## config.mk

```make
export PLATFORM = sky130hd
export DESIGN_NAME = parking_sensor_gen
export DESIGN_NICKNAME = d
export VERILOG_FILES = /design/src/rtl/parking_sensor_gen.sv
export SDC_FILE = /design/constraint.sdc
export NUM_CORES = 1
export LEC_CHECK = 0
export BUFFER_PORTS_ARGS = -buffer_cell sky130_fd_sc_hd__buf_2
export CAP_MARGIN = 20
export CORE_MARGIN = 2
export CORE_UTILIZATION = 55
export CTS_BUF_LIST = sky130_fd_sc_hd__clkbuf_16
export CTS_CLUSTER_DIAMETER = 200
export DETAILED_ROUTE_END_ITERATION = 6
export PLACE_DENSITY = 0.76
export SYNTH_ARGS = -nofsm -noshare
export SYNTH_HDL_FRONTEND = slang
export SYNTH_SLANG_ARGS = --single-unit
```

## constraint.sdc

```tcl
create_clock -name i_clk -period 3 [get_ports i_clk]
set_clock_uncertainty 0.2 [all_clocks]
set_input_delay 0.15 -clock i_clk [delete_from_list [all_inputs] [get_ports i_clk]]
set_output_delay 0.15 -clock i_clk [all_outputs]
set_load 0.01 [all_outputs]
```

## src/rtl/parking_sensor_gen.sv

```systemverilog
// Transmit side of the parking-gate sensor protocol: drives the (a,b) photo-sensor
// pair through enter/exit crossing sequences and tracks lot occupancy.
module parking_sensor_gen #(
    parameter int CAPACITY = 8,
    parameter int HOLD_W   = 4,
    parameter int GAP      = 2
) (
    input  logic                          i_clk,
    input  logic                          i_rst_n,
    input  logic                          i_cmd_valid,
    output logic                          o_cmd_ready,
    input  logic                          i_cmd_dir,
    input  logic [HOLD_W-1:0]             i_cmd_hold,
    output logic                          o_a,
    output logic                          o_b,
    output logic                          o_busy,
    output logic                          o_done,
    output logic                          o_rej,
    output logic [$clog2(CAPACITY+1)-1:0] o_count
);

    localparam int CNT_W = $clog2(CAPACITY + 1);
    localparam int GAP_W = ($clog2(GAP) > 0) ? $clog2(GAP) : 1;

    typedef enum logic [2:0] {
        S_IDLE,
        S_P1,
        S_P2,
        S_P3,
        S_GAP
    } state_t;

    state_t             r_state;
    logic               r_dir;
    logic [HOLD_W-1:0]  r_hold;
    logic [HOLD_W-1:0]  r_phCnt;
    logic [GAP_W-1:0]   r_gapCnt;
    logic [CNT_W-1:0]   r_count;
    logic               r_a;
    logic               r_b;
    logic               r_done;
    logic               r_rej;

    logic               w_ready;
    logic               w_accept;
    logic               w_reject;

    assign w_ready  = (r_state == S_IDLE);
    assign w_accept = i_cmd_valid & w_ready;
    assign w_reject = i_cmd_dir ? (r_count == '0)
                                : (r_count == CNT_W'(CAPACITY));

    // Outer sensor leads on entry, inner sensor leads on exit; only one bit flips per edge.
    always_ff @(posedge i_clk or negedge i_rst_n) begin
        if (!i_rst_n) begin
            r_state  <= S_IDLE;
            r_dir    <= 1'b0;
            r_hold   <= '0;
            r_phCnt  <= '0;
            r_gapCnt <= '0;
            r_count  <= '0;
            r_a      <= 1'b0;
            r_b      <= 1'b0;
            r_done   <= 1'b0;
            r_rej    <= 1'b0;
        end else begin
            r_done <= 1'b0;
            r_rej  <= 1'b0;
            case (r_state)
                S_IDLE: begin
                    if (w_accept) begin
                        if (w_reject) begin
                            r_rej <= 1'b1;
                        end else begin
                            r_dir   <= i_cmd_dir;
                            r_hold  <= i_cmd_hold;
                            r_phCnt <= i_cmd_hold;
                            r_state <= S_P1;
                            r_a     <= ~i_cmd_dir;
                            r_b     <= i_cmd_dir;
                        end
                    end
                end
                S_P1: begin
                    if (r_phCnt == '0) begin
                        r_state <= S_P2;
                        r_phCnt <= r_hold;
                        r_a     <= 1'b1;
                        r_b     <= 1'b1;
                    end else begin
                        r_phCnt <= r_phCnt - HOLD_W'(1);
                    end
                end
                S_P2: begin
                    if (r_phCnt == '0) begin
                        r_state <= S_P3;
                        r_phCnt <= r_hold;
                        r_a     <= r_dir;
                        r_b     <= ~r_dir;
                    end else begin
                        r_phCnt <= r_phCnt - HOLD_W'(1);
                    end
                end
                S_P3: begin
                    if (r_phCnt == '0) begin
                        r_state  <= S_GAP;
                        r_gapCnt <= GAP_W'(GAP - 1);
                        r_a      <= 1'b0;
                        r_b      <= 1'b0;
                        r_done   <= 1'b1;
                        r_count  <= r_dir ? (r_count - CNT_W'(1)) : (r_count + CNT_W'(1));
                    end else begin
                        r_phCnt <= r_phCnt - HOLD_W'(1);
                    end
                end
                S_GAP: begin
                    if (r_gapCnt == '0) begin
                        r_state <= S_IDLE;
                    end else begin
                        r_gapCnt <= r_gapCnt - GAP_W'(1);
                    end
                end
                default: begin
                    r_state <= S_IDLE;
                    r_a     <= 1'b0;
                    r_b     <= 1'b0;
                end
            endcase
        end
    end

    assign o_cmd_ready = w_ready;
    assign o_busy      = ~w_ready;
    assign o_a         = r_a;
    assign o_b         = r_b;
    assign o_done      = r_done;
    assign o_rej       = r_rej;
    assign o_count     = r_count;

endmodule

```

### After elaboration in Yosys (flattened, before gate mapping)

Cells that the tools add are included.

* $add $sub $neg: 4
* eq/ne operators: 12
* mux-type cells: 31
* bitwise gates (word level): 6
* reduce and logical (&&, ||, !) cells: 12

Operators by type and width (count)
* $mux 4: 5
* $mux 3: 6
* $mux 1: 15
* $pmux 3 s5: 1
* $ne 2x2->1 const B: 6
* $pmux 4 s3: 1
* $reduce_and 6->1: 2
* $pmux 1 s5: 2
* $logic_not 4->1: 2
* $sub 4x1->4 const B: 2
* $eq 3x2->1 const B: 2
* $not 1->1: 5
* $add 4x1->4 const B: 1
* $eq 4x4->1 const B: 1
* $reduce_and 2->1: 2
* $reduce_and 4->1: 1
* $eq 3x1->1 const B: 1
* $eq 3x3->1 const B: 1
* $logic_not 3->1: 1
* $reduce_and 3->1: 1
* $reduce_bool 3->1: 1
* $ne 2x1->1 const B: 1
* $pmux 1 s2: 1
* $reduce_bool 2->1: 1
* other kinds (3): 3

* flip-flop bits (word level): 21
* word-level logic and storage cells: 75

### Longest topological paths before layout

* word-level depth: 5
* mapped depth: 7
* gate-level depth less buffers: 6

### Worst setup path before layout

No wires, ideal clock.

* path kind: register -> register
* start: register r_phCnt[0]
* end: register r_count[2], in the netlist o_count[2]
* setup time: 0.128 ns
* arrival: 1.758 ns
* data required time: 2.672 ns
* path slack: 0.914 ns
* cell stages (with the launch flop): 7
* buffers on the path: 1
* cells stage by stage: dfrtp_1 inv_1 ha_1 or3b_4 buf_6 nor3_4 mux2_1

* word-level cells in the longest chain between the ends: 2

Ends and longest elaborated chain
* start, declared: line 36 `logic [HOLD_W-1:0] r_phCnt;`
* start signal, assigned: line 77 `r_phCnt <= i_cmd_hold;`
* start signal, assigned: line 87 `r_phCnt <= r_hold;`
* start signal, assigned: line 91 `r_phCnt <= r_phCnt - HOLD_W'(1);`
* $logic_not 4->1: line 105 `if (r_phCnt == '0) begin`
* $reduce_and 2->1 (no line)
* end signal, assigned: line 111 `r_count <= r_dir ? (r_count - CNT_W'(1)) : (r_count + CNT_W'(1));`
* end, declared: line 38 `logic [CNT_W-1:0] r_count;`

Every way passes these cells.
A chain may end at the register's enable or synchronous reset.

### Final worst setup path

* start: register r_phCnt[0]
* end: register r_phCnt[2]

* word-level cells in the longest chain between the ends: 3

Ends and longest elaborated chain (line)
* $sub 4x1->4 or $logic_not 4->1 (tied branches)
* $mux 4, or another cell as far along: 105
* $pmux 4 s3 or $reduce_and 4->1 (tied branches)

Several ways; a longest one is shown, not always the timed one. The select of a mux whose other input is x is not followed.

==> metrics.csv <==
metric;value;unit
run status;completed;
Slew headroom;0.518;
worst skew pair latency;0.25;ns
Final Hold Vio Count;0;
Worst path max stage delay;0.56;ns
vias in the first global route;1104;
Clock Pin Slew Worst Setup and Hold Paths;0.05;ns
critical path depth;6;
Slew @ Worst Pin;0.723;ns
Synth top cells by count;21 x dfrtp_1, 10 x inv_1, 8 x nor2_1;
Max Cap Violations;0;
reg2reg setup slack;0.62;ns
Syn Std Cell Area;1430;sq um
port bufs;17;
initial antenna violation count;0;
DRC viols;0;
Seq pwr share;0.339;
Critical Path End;r_phCnt[2];
Syn Area/Cell;10.8;sq um
most frequent cell after synthesis;dfrtp_1;
RD Place Congestion;0.928;
Leak;0.698;nW
CP max-delay cell;nor3b_2;
Peak VDD IR;0.795;mV
post-CTS setup buffer count;0;
switching share of total power;0.430;
die width;54.9;um
Yosys top cell area share;0.368;
Power Internal;1.00;mW
num ports;18;
TritonCTS Buffers;3;
fin. max-slew vios;0;
DR vias/cell;6.38;
clock share of power;0.155;
Reg-to-Reg End;r_phCnt[2];
startpoint types;flop;
violation count after the first detailed-route iteration;81;
Crit. End Element;flop;
maximum net fanout on the critical path;9;
FF-to-FF path depth;6;
Die ar.;3020;sq um
root buffer cell;clkbuf_16;
Core Rows;18;
Die Y;54.9;um
pin count of the biggest net entering global routing;22;
f_max;0.421;GHz
Pwr Density;1090;nW/um^2
post-layout net count;166;
DR vias;1161;
Synth area leader;dfrtp_1;
Post-synth EDFFs;0;
layout cells sized above 1;0.237;
Final Cycle Share;0.792;
HP Class;input port to flop;
critical path launch point;r_phCnt[0];
P&R area growth vs syn;12.7;%
post-DP HPWL;2210;um
Top FF cell, synth;dfrtp_1;
core footprint;2480;sq um
CP delay by family, top;compound AO/OA/AOI/OAI gates;
# setup viols final;0;
hold slack final;0.0325;ns
initial core utilization;0.576;
sequential fraction of the synthesis area;0.368;
Core Util, Final;0.649;
setup TNS;0;ns
min Tclk post-route;2.38;ns
post-synth cell types;56;
grt ovf;0;
Syn Inst Count;132;
synth warn;0;
RSZ-0062 raised after global routing;false;
global-route wire length before repair;5330;um
net switching power;0.756;mW
Yosys reg bits;21;
r2r startpoint;r_phCnt[0];
CTS tree;done;
asr flop ratio synth;1.00;
CTS sink cnt;21;
synthesized net count;145;
Final Total Pwr;1.76;mW
crit-path cells;inv_1, ha_1, nor3b_2, o22ai_1, a222oi_1, o2bb2ai_1;
Arrival @ worst endpoint;2.31;ns
Post-Route WL;3150;um
GRT Total Usage;0.252;
Setup Crit Path Kind;flop to flop;
maximum root-to-sink buffer count;2;
CTS HTree Levels;1;
Critical path buffers and inverters;1;
Critical Path RT;2.93;ns
top cells by area, synth;dfrtp_1 37%, ha_1 3.5%, mux2_1 3.2%, clkbuf_8 2.9%, mux2i_1 2.8%;
DR WL/cell;17.3;um
# diodes;0;
Comb power frac;0.506;
remaining antenna violation count;0;
drt pass-1 iters;6;
flip-flops by register name (all words and copies together), names as in the netlist:
signal	flops
o_a	1
o_b	1
o_count	4
o_done	1
o_rej	1
r_dir	1
r_gapCnt	1
r_hold	4
r_phCnt	4
r_state	3
how the worst min path moves through the flow:
stage                         start  endpoint  slack, ns  cells after the start
after detailed placement    i_rst_n    o_done      -0.07                      1
final                     i_cmd_dir     r_dir       0.03                      3
after floorplan             i_rst_n       o_a      -0.35                      0
after global placement      i_rst_n    o_done      -0.07                      1
after CTS                 i_cmd_dir     r_dir       0.03                      3
after global routing      i_cmd_dir     r_dir       0.07                      3
worst register-to-register path, stage by stage, from the launching register on:
cell and delay, ns:
dfrtp_1 0.39, inv_1 0.13, ha_1 0.30, nor3b_2 0.56
o22ai_1 0.22, a222oi_1 0.37, o2bb2ai_1 0.09
cell type report:
class | count | area, sq um
Clock buffer | 3 | 75.1
Clock inverter | 1 | 3.75
Fill cell | 199 | 870
Inverter | 10 | 37.5
Multi-Input combinational cell | 94 | 783
Sequential cell | 21 | 526
Tap cell | 30 | 37.5
Timing Repair Buffer | 23 | 145
stage by stage:
step / setup WS (ns) / instance area (sq um) / cells
6_report: 0.623 / 1610 / 182
5_1_grt: 0.558 / 1610 / 182
4_1_cts: 0.707 / 1610 / 182
3_5_place_dp: 0.762 / 1470 / 172
3_3_place_gp: 0.859 / 1470 / 172
2_1_floorplan: 0.914 / 1430 / 132
cell families after synthesis:
logic type,after synthesis,share of synthesized area
multiplexers,9,0.0675
AO/OA/AOI/OAI,34,0.188
adder cells (fa/ha/maj),5,0.0491
flip-flops,21,0.368
XOR/XNOR,7,0.0482
buffers and inverters,17,0.0825
AND/OR/NAND/NOR,39,0.196
metal layers:
metal	wire length, um	up-vias	global-route usage	share of wire
met5	0	-	0	0
met2	1500	55	0.403	0.48
met1	1380	567	0.340	0.44
met3	223	8	0.0699	0.071
met4	50	0	0.0610	0.016
li1	-	531	-	-
layout by cell type (no fill, tap or decap), types with 2 or more instances in the layout:
| master | instances |
|---|---|
| ha_1 | 4 |
| inv_1 | 11 |
| o221ai_1 | 4 |
| nor3_1 | 3 |
| a211oi_1 | 2 |
| nor4_1 | 2 |
| nor4b_1 | 2 |
| nand2_1 | 4 |
| dfrtp_1 | 21 |
| a21oi_1 | 6 |
| buf_2 | 17 |
| a221oi_1 | 3 |
| nand3b_1 | 2 |
| xnor2_1 | 4 |
| nor2_1 | 8 |
| o211ai_1 | 2 |
| o21ai_0 | 3 |
| nor3_4 | 2 |
| mux2i_1 | 4 |
| xor2_1 | 2 |
| mux2_1 | 4 |
| clkbuf_16 | 3 |
| dlygate4sd3_1 | 6 |
what timing repair did:
| action | 4_1_cts | 5_1_grt |
|---|---|---|
| endpoints found under the hold margin | 26 | 0 |
| hold buffers | 6 | 0 |
| gates resized for setup | 0 | 0 |
power groups by stage:
stage	Combinational [mW]	Clock (mW)	Sequential [mW]
after floorplan	0.763	0	0.523
after global placement	0.833	0	0.585
after detailed placement	0.864	0	0.589
after CTS	0.878	0.278	0.589
after global routing	0.970	0.291	0.620
final	0.889	0.273	0.596
Power figures use the tool's default switching activity.
